**src/rtl/rv32_pkg.sv**
```systemverilog
// Shared definitions for the RV32I pipeline control blocks.
// Holds the hazard FSM state encoding and the register-index width.
package rv32_pkg;

    localparam int REG_IDX_W = 5;

    typedef enum logic [1:0] {
        RUN      = 2'd0,
        MEM_WAIT = 2'd1,
        ABORT    = 2'd2
    } hz_state_e;

endpackage

```
**src/rtl/hazard_watchdog.sv**
```systemverilog
// Data-bus wait sequencer: tracks MEM wait cycles and aborts a hung access.
//   state    | meaning
//   RUN      | no data-bus wait outstanding
//   MEM_WAIT | access pending, counter holds wait cycles so far
//   ABORT    | one-cycle abort of the hung access, bus_err high
module hazard_watchdog
    import rv32_pkg::*;
#(
    parameter int TIMEOUT = 16,
    parameter int CNT_W   = 8
) (
    input  logic      clk,
    input  logic      reset,
    input  logic      dmem_req_i,
    input  logic      dmem_ready_i,
    output hz_state_e state_o,
    output logic      bus_err_o
);

    hz_state_e        state_q, state_d;
    logic [CNT_W-1:0] cnt_q, cnt_d;
    logic             bus_err_q, bus_err_d;

    always_comb begin
        state_d   = state_q;
        cnt_d     = cnt_q;
        bus_err_d = 1'b0;
        case (state_q)
            RUN: begin
                if (dmem_req_i && !dmem_ready_i) begin
                    state_d = MEM_WAIT;
                    cnt_d   = CNT_W'(1);
                end
            end
            MEM_WAIT: begin
                // Completion (or a withdrawn request) beats the timeout in the same cycle.
                if (!dmem_req_i || dmem_ready_i) begin
                    state_d = RUN;
                    cnt_d   = '0;
                end else if (cnt_q == CNT_W'(TIMEOUT - 1)) begin
                    state_d   = ABORT;
                    cnt_d     = '0;
                    bus_err_d = 1'b1;
                end else begin
                    cnt_d = cnt_q + CNT_W'(1);
                end
            end
            ABORT: begin
                state_d = RUN;
            end
            default: begin
                state_d = RUN;
                cnt_d   = '0;
            end
        endcase
    end

    always_ff @(posedge clk) begin
        if (reset) begin
            state_q   <= RUN;
            cnt_q     <= '0;
            bus_err_q <= 1'b0;
        end else begin
            state_q   <= state_d;
            cnt_q     <= cnt_d;
            bus_err_q <= bus_err_d;
        end
    end

    assign state_o   = state_q;
    assign bus_err_o = bus_err_q;

endmodule

```
**src/rtl/hazard_ctrl.sv**
```systemverilog
// Stall/flush controller for the 5-stage RV32I pipeline with bus watchdog.
// Optional performance counters are built when HAZARD_CTRL_PERF_EN is defined.
module hazard_ctrl
    import rv32_pkg::*;
#(
    parameter int TIMEOUT = 16,
    parameter int CNT_W   = 8
) (
    input  logic                 clk,
    input  logic                 reset,
    input  logic [REG_IDX_W-1:0] id_rs1,
    input  logic [REG_IDX_W-1:0] id_rs2,
    input  logic                 id_use_rs1,
    input  logic                 id_use_rs2,
    input  logic [REG_IDX_W-1:0] ex_rd,
    input  logic                 ex_mem_read,
    input  logic                 ex_redirect,
    input  logic                 imem_ready,
    input  logic                 dmem_req,
    input  logic                 dmem_ready,
    output logic                 pc_stall,
    output logic                 ifid_stall,
    output logic                 ifid_flush,
    output logic                 idex_stall,
    output logic                 idex_flush,
    output logic                 exmem_stall,
    output logic                 exmem_flush,
    output logic                 memwb_flush,
    output logic                 bus_err,
    output logic [31:0]          perf_stall_cyc,
    output logic [31:0]          perf_flush_cnt
);

    hz_state_e state;
    logic      memwait;
    logic      loaduse;

    hazard_watchdog #(
        .TIMEOUT (TIMEOUT),
        .CNT_W   (CNT_W)
    ) u_watchdog (
        .clk          (clk),
        .reset        (reset),
        .dmem_req_i   (dmem_req),
        .dmem_ready_i (dmem_ready),
        .state_o      (state),
        .bus_err_o    (bus_err)
    );

    assign memwait = dmem_req && !dmem_ready && (state == RUN || state == MEM_WAIT);
    assign loaduse = ex_mem_read && (ex_rd != '0) &&
                     ((id_use_rs1 && id_rs1 == ex_rd) || (id_use_rs2 && id_rs2 == ex_rd));

    always_comb begin
        pc_stall    = 1'b0;
        ifid_stall  = 1'b0;
        ifid_flush  = 1'b0;
        idex_stall  = 1'b0;
        idex_flush  = 1'b0;
        exmem_stall = 1'b0;
        exmem_flush = 1'b0;
        memwb_flush = 1'b0;
        if (reset) begin
            ifid_flush  = 1'b1;
            idex_flush  = 1'b1;
            exmem_flush = 1'b1;
            memwb_flush = 1'b1;
        end else if (memwait) begin
            pc_stall    = 1'b1;
            ifid_stall  = 1'b1;
            idex_stall  = 1'b1;
            exmem_stall = 1'b1;
            memwb_flush = 1'b1;
        end else begin
            // The aborted access is killed in MEM while the front end keeps resolving its own hazards.
            if (state == ABORT) begin
                exmem_flush = 1'b1;
                memwb_flush = 1'b1;
            end
            if (ex_redirect) begin
                ifid_flush = 1'b1;
                idex_flush = 1'b1;
            end else if (loaduse) begin
                pc_stall   = 1'b1;
                ifid_stall = 1'b1;
                idex_flush = 1'b1;
            end else if (!imem_ready) begin
                pc_stall   = 1'b1;
                ifid_flush = 1'b1;
            end
        end
    end

`ifdef HAZARD_CTRL_PERF_EN
    logic [31:0] perf_stall_q, perf_stall_d;
    logic [31:0] perf_flush_q, perf_flush_d;

    always_comb begin
        perf_stall_d = perf_stall_q;
        perf_flush_d = perf_flush_q;
        if (pc_stall) begin
            perf_stall_d = perf_stall_q + 32'd1;
        end
        if (ex_redirect && !memwait) begin
            perf_flush_d = perf_flush_q + 32'd1;
        end
    end

    always_ff @(posedge clk) begin
        if (reset) begin
            perf_stall_q <= '0;
            perf_flush_q <= '0;
        end else begin
            perf_stall_q <= perf_stall_d;
            perf_flush_q <= perf_flush_d;
        end
    end

    assign perf_stall_cyc = perf_stall_q;
    assign perf_flush_cnt = perf_flush_q;
`else
    assign perf_stall_cyc = 32'd0;
    assign perf_flush_cnt = 32'd0;
`endif

endmodule

```
**config.mk**
```make
export PLATFORM = sky130hd
export DESIGN_NAME = hazard_ctrl
export DESIGN_NICKNAME = d
export VERILOG_FILES = /design/src/rtl/rv32_pkg.sv /design/src/rtl/hazard_watchdog.sv /design/src/rtl/hazard_ctrl.sv
export SDC_FILE = /design/constraint.sdc
export NUM_CORES = 1
export LEC_CHECK = 0
export ABC_CLOCK_PERIOD_IN_PS = 1500
export BUFFER_PORTS_ARGS = -buffer_cell sky130_fd_sc_hd__buf_2
export CAP_MARGIN = 20
export CORE_AREA = 2 2 65 79
export DETAILED_ROUTE_END_ITERATION = 6
export DIE_AREA = 0 0 67 81
export GPL_TIMING_DRIVEN = 1
export PLACE_DENSITY_LB_ADDON = 0.1
export SLEW_MARGIN = 20
export SYNTH_ARGS = -nofsm -noshare
export SYNTH_HDL_FRONTEND = slang
export SYNTH_SLANG_ARGS = --single-unit
export TNS_END_PERCENT = 20
```
**constraint.sdc**
```tcl
create_clock -name clk -period 1.5 [get_ports clk]
set_input_delay 0 -clock clk [delete_from_list [all_inputs] [get_ports clk]]
set_output_delay 0 -clock clk [all_outputs]
set_load 0.05 [all_outputs]
```
== Word level (Yosys, flattened, before mapping) ==
Cells that the tools add are included.
Operators by class
  shift operators: 0
  $add $sub $neg: 1
  div/mod/pow operators: 0
  bitwise logic cells: 2
  magnitude comparators: 0
  multiplexer cells: 32
  multipliers: 0
  reductions and logical operators: 16
  eq/ne operators: 7
Operator list (number)
  1-bit two-way mux: 24
  8-bit two-way mux: 3
  8-bit one-hot mux with 3 select lines: 1
  5-bit == test: 2
  8-bit by 1-bit adder with 8-bit output (second input constant): 1
  8-bit by 4-bit == test with 1-bit output (second input constant): 1
  1-bit logical AND: 6
  2-bit two-way mux: 3
  5-bit nonzero test: 1
  2-bit one-hot mux with 2 select lines: 1
  2-bit AND reduction: 2
  1-bit logical OR: 3
  3-bit by 1-bit inequality test with 1-bit output (second input constant): 1
  3-bit OR reduction: 1
  2-bit by 1-bit == test with 1-bit output (second input constant): 1
  2-bit == test (second input constant): 1
  1-bit zero test: 2
  2-bit zero test: 1
  2-bit inequality test (second input constant): 1
  1-bit inverter: 2
Storage, ports and cells
  input port bits: 24
  RAM bits: 0
  flip-flop bits (word level): 11
  bits in read-only memories: 0
  latch bits: 0
  output and inout bits: 73
  memories: 0

== Logic depth before layout (Yosys ltp) ==
  depth in word-level cells: 8
  depth in mapped cells: 6
  gate-level depth less buffers: 6

== Hierarchy ==
Synthesis repeated with hierarchy kept, for this count alone.
Unflattened totals
  cells, all modules: 148
  area total of the unflattened synthesis: 1233.7 sq um
Modules (own cells, without submodules)
  hazard_ctrl: times used 1, area an instance 713.2 sq um, cells an instance 96
  hazard_watchdog: times used 1, area an instance 520.5 sq um, cells an instance 52

== Worst setup path before layout ==
Ideal clock, no wire load.
  path kind: flip-flop to output port
  from: register u_watchdog.state_q[1], in the netlist u_watchdog.state_o[1]
  to: output ifid_flush
  cell stages (with the launch flop): 4
  arrival: 2.078 ns
  data required time: 1.500 ns
  setup slack: -0.578 ns
  cells stage by stage: dfxtp_1 > or3b_1 > nor2_1 > a21oi_1
On the way
  cells in the longest elaborated chain, start to end: 5
  elaborated cells between the ends (all ways): 6
  those cells by class: eq/ne (1); mux (2); reduce/logical (3)
Ends and longest elaborated chain
  from (decl): RTL line hazard_watchdog.sv:20  | hz_state_e state_q, state_d;
  from (signal assigned): RTL line hazard_watchdog.sv:64  | state_q <= state_d;
  2-bit by 1-bit == test with 1-bit output / 2-bit zero test (equally long branches): RTL line hazard_ctrl.sv:50  | assign memwait = dmem_req && !dmem_ready && (state == RUN || state == MEM_WAIT);
  1-bit logical OR (*): RTL line hazard_ctrl.sv:50
  1-bit logical AND (*): RTL line hazard_ctrl.sv:50
  1-bit two-way mux (*): RTL line hazard_ctrl.sv:68  | end else if (memwait) begin
  1-bit two-way mux (*): RTL line hazard_ctrl.sv:63  | if (reset) begin
  to (decl): RTL line hazard_ctrl.sv:23  | output logic ifid_flush,
Every way passes the cells marked *; elsewhere a longest branch is shown, timed or not.

== Worst setup path after layout ==
  from: register u_watchdog.state_q[1], in the netlist u_watchdog.state_o[1]
  to: output pc_stall
On the way
  cells in the longest elaborated chain, start to end: 5
  elaborated cells between the ends (all ways): 6
  those cells by class: eq/ne (1); mux (2); reduce/logical (3)
Ends and longest elaborated chain
  2-bit by 1-bit == test with 1-bit output / 2-bit zero test (equally long branches): RTL line hazard_ctrl.sv:50
  1-bit logical OR (*): RTL line hazard_ctrl.sv:50
  1-bit logical AND (*): RTL line hazard_ctrl.sv:50
  1-bit two-way mux (*): RTL line hazard_ctrl.sv:68
  1-bit two-way mux (*): RTL line hazard_ctrl.sv:63
  to (decl): RTL line hazard_ctrl.sv:21  | output logic pc_stall,
Marked as above.

==> results by group <==
Power and ir drop
  – Pleak: approximately 0.7 nW
  – Tot Pwr: about 1.1 mW
  – Cell Pwr Density: 826 nW/um2
  – Max IR drop VDD: 0.310 mV

Synth
  – Cells after synthesis: 152
  – Synth area leader: buf_4
  – Yosys cell types: 31
  – Top-area cell type share of the netlist area: 41.4%
  – Synth warnings: 0
  – Yosys reg bits: 11
  – Seq/Total Area, Yosys: 18.7%
  – Syn_area_per_cell: 7.75 um2
  – Top post-synthesis cells by area: buf_4 (41%), dfxtp_1 (19%), xnor2_1 (9.7%), nor2_1 (5.4%), a21oi_1 (2.1%)
  – Mapped Area: 1180 um2

STA
  – Number of setup violations in the final report: 2
  – Final period utilization: 102%
  – Clk_skew: approximately 0.0037 ns
  – Final setup margin: -0.0226 ns
  – Fmax achieved: 657 MHz
  – Post-layout minimum cycle time: 1.52 ns
  – Max-slew violations: 0
  – RSZ-0062 raised after global routing: yes
  – Hold_ws: 0.0871 ns
  – Final Hold Fails: 0

Critical path
  – CP dominant cell by count: buf_6
  – R2r endpoint: u_watchdog.cnt_q[7]
  – Max FO, Critical Path: 8
  – CP Capture Type: output port
  – R2R setup slack: 0.08 ns
  – Worst path cell trace: or3b_4, buf_6, nor2_4, a211o_1, buf_6
  – CP Buf/Inv Count: 2
  – Delay-heaviest family, CP: simple AND/OR/NAND/NOR gates
  – Biggest cell delay along the critical path: approximately 0.37 ns
  – Crit path kind: flop to output port
  – Depth of the most critical reg-to-reg path: 6
  – Reg2Reg Launch Point: u_watchdog.state_o[1]
  – Worst setup SP type: flop
  – Required @ worst endpoint: 1.50 ns
  – CP arrival: 1.52 ns
  – Crit-path slowest cell: or3b_4

Clock tree
  – H-tree depth: 1
  – CTS Buf Count: 3
  – Sink Count: 11
  – CTS clock-pin slew for the worst setup and hold paths: 0.05 ns
  – CTS tree: done
  – Max Root-Sink Buffers: 2
  – CTS Root Cell: clkbuf_8
  – Insertion delay to the later sink of the worst-skew pair: 0.24 ns

Finish
  – Final Cell Area: between 1000 and 1500 um2
  – Nets: 224
  – Layout cells sized above 1: 30.8%
  – Most frequent cells in the layout: conb_1 (64), buf_2 (26), buf_4 (15), nor2_1 (14), xnor2_1 (13)
  – Fillcell total: 541
  – Most common cell after layout, fill and taps aside: conb_1
  – # diodes: 0
  – Final Non-Filler Cells: 258
  – Area grow syn2layout: 17.5%

Place
  – Number of cells after detailed placement: 252
  – Dpl hpwl: just over 2000 um
  – Port bufs: 32
  – Placed cell area: 1250 um2
  – Placer Congestion: 0.775

Global routing
  – First-pass GRT wire length: 3770 um
  – Largest net degree at the start of global routing: 11
  – Total gr overflow: 0
  – Vias in the first global route: 857
  – Total track usage: 8.95%
  – Initial antenna violation count: 0

Worst hold path
  – Hold wc startpoint: reset
  – Hold WC Path Type: primary input to flop
  – Hold EP: u_watchdog.cnt_q[1]
  – Hold depth: 2

Flow run
  – Max-cap violations: 0

Floorplanning
  – DIE AREA: 5430 um2
  – Initial core utilization: 24.7%
  – Core Region: approximately 4800 um2
  – # IOs: just under 100
  – Row count: 28
  – Die height: 81 um
  – Die width: 67 um

Outcome
  – Failing checks: negative setup slack
  – Outcome: complete, but fails checks

Drt
  – Via density: 3.66
  – Routed vias: 943
  – Drt initial violations: 6
  – WL/cell: 9.00 um
  – DRC viols: 0
  – Routed wire length: 2320 um
  – DR pass1 iterations: 2
  – Final ANT Viol Nets: 0
[cell type report]
cell class	instances	area (um2)	share of cell area, %
multi-input combinational	137	748	54.0
timing repair buffer	45	292	21.0
sequential	11	221	16.0
tap	60	75.1	5.42
clock buffer	4	45.0	3.25
inverter	1	3.75	0.271
[report_power, final]
| group | switching (mW) | internal [mW] | leakage [nW] | total, mW |
|---|---|---|---|---|
| combinational | 0.462 | 0.0896 | 0.586 | 0.552 |
| sequential | 0.00194 | 0.296 | 0.0895 | 0.298 |
| clock | 0.108 | 0.186 | 0.0228 | 0.295 |
| total | 0.572 | 0.572 | 0.698 | 1.14 |
[cells in the mapped netlist, drive strengths merged]
| cell | count |
|---|---|
| and3 | 3 |
| or3b | 1 |
| conb | 1 |
| or4 | 2 |
| nor3b | 1 |
| nand3 | 5 |
| o22ai | 1 |
| a21oi | 5 |
| a21o | 3 |
| ha | 1 |
| nand2b | 1 |
| nor3 | 4 |
| a22oi | 1 |
| o21ai | 1 |
| dfxtp | 11 |
| nand4 | 2 |
| a21boi | 1 |
| xor2 | 2 |
| nor2 | 17 |
| nand2 | 3 |
| xnor2 | 13 |
| clkbuf | 1 |
| o21a | 1 |
| inv | 1 |
| o21bai | 2 |
| and2 | 1 |
| a211o | 1 |
| a31oi | 1 |
| buf | 65 |
[cells by family after synthesis]
family | synth area share [%]
compound gates | 9.98
xor+xnor | 11.1
fa+ha+maj | 1.06
buf+inv | 42.0
flops | 18.7
other cells | 0.318
simple gates | 16.8
[state kept, by name, indices dropped and copies added, names as in the netlist]
signal                flops
u_watchdog.bus_err_o      1
u_watchdog.cnt_q          8
u_watchdog.state_o        2
[metrics by stage]
step	utilization (%)	setup slack, ns	TNS [ns]
global route	29.1	-0.109	-0.336
floorplan	-	-0.0627	-0.0627
detailed placement	26.3	0.0131	0
global placement	26.3	0.0219	0
finish	29.1	-0.0226	-0.0248
CTS	28.4	-0.0703	-0.114
[per-layer routing]
metal	routed length [um]	global-route usage, %	vias up
li1	-	-	461
met1	772	9.56	419
met2	1310	16.5	59
met3	209	2.49	4
met4	29	3.06	0
met5	0	0	-
[timing repair]
item                                   in CTS  in global routing
cloned                                      0                  0
setup endpoints to repair                   5                 12
endpoints found under the hold margin       0                  0
gates resized for setup                    13                  8
pin swaps                                   3                  2
setup buffers                               2                  0
hold buffers                                0                  0
[worst max path at each step]
| stage | start | slack [ns] | cells after the start | endpoint |
|---|---|---|---|---|
| after floorplan | u_watchdog.state_o[1] | -0.06 | 3 | pc_stall |
| after global placement | ex_rd[1] | 0.02 | 6 | pc_stall |
| after detailed placement | ex_rd[1] | 0.01 | 6 | pc_stall |
| after CTS | u_watchdog.state_o[1] | -0.07 | 5 | pc_stall |
| after global routing | u_watchdog.state_o[1] | -0.11 | 5 | pc_stall |
| final | u_watchdog.state_o[1] | -0.02 | 5 | pc_stall |
Note: power is estimated with default switching activity, not from simulation.
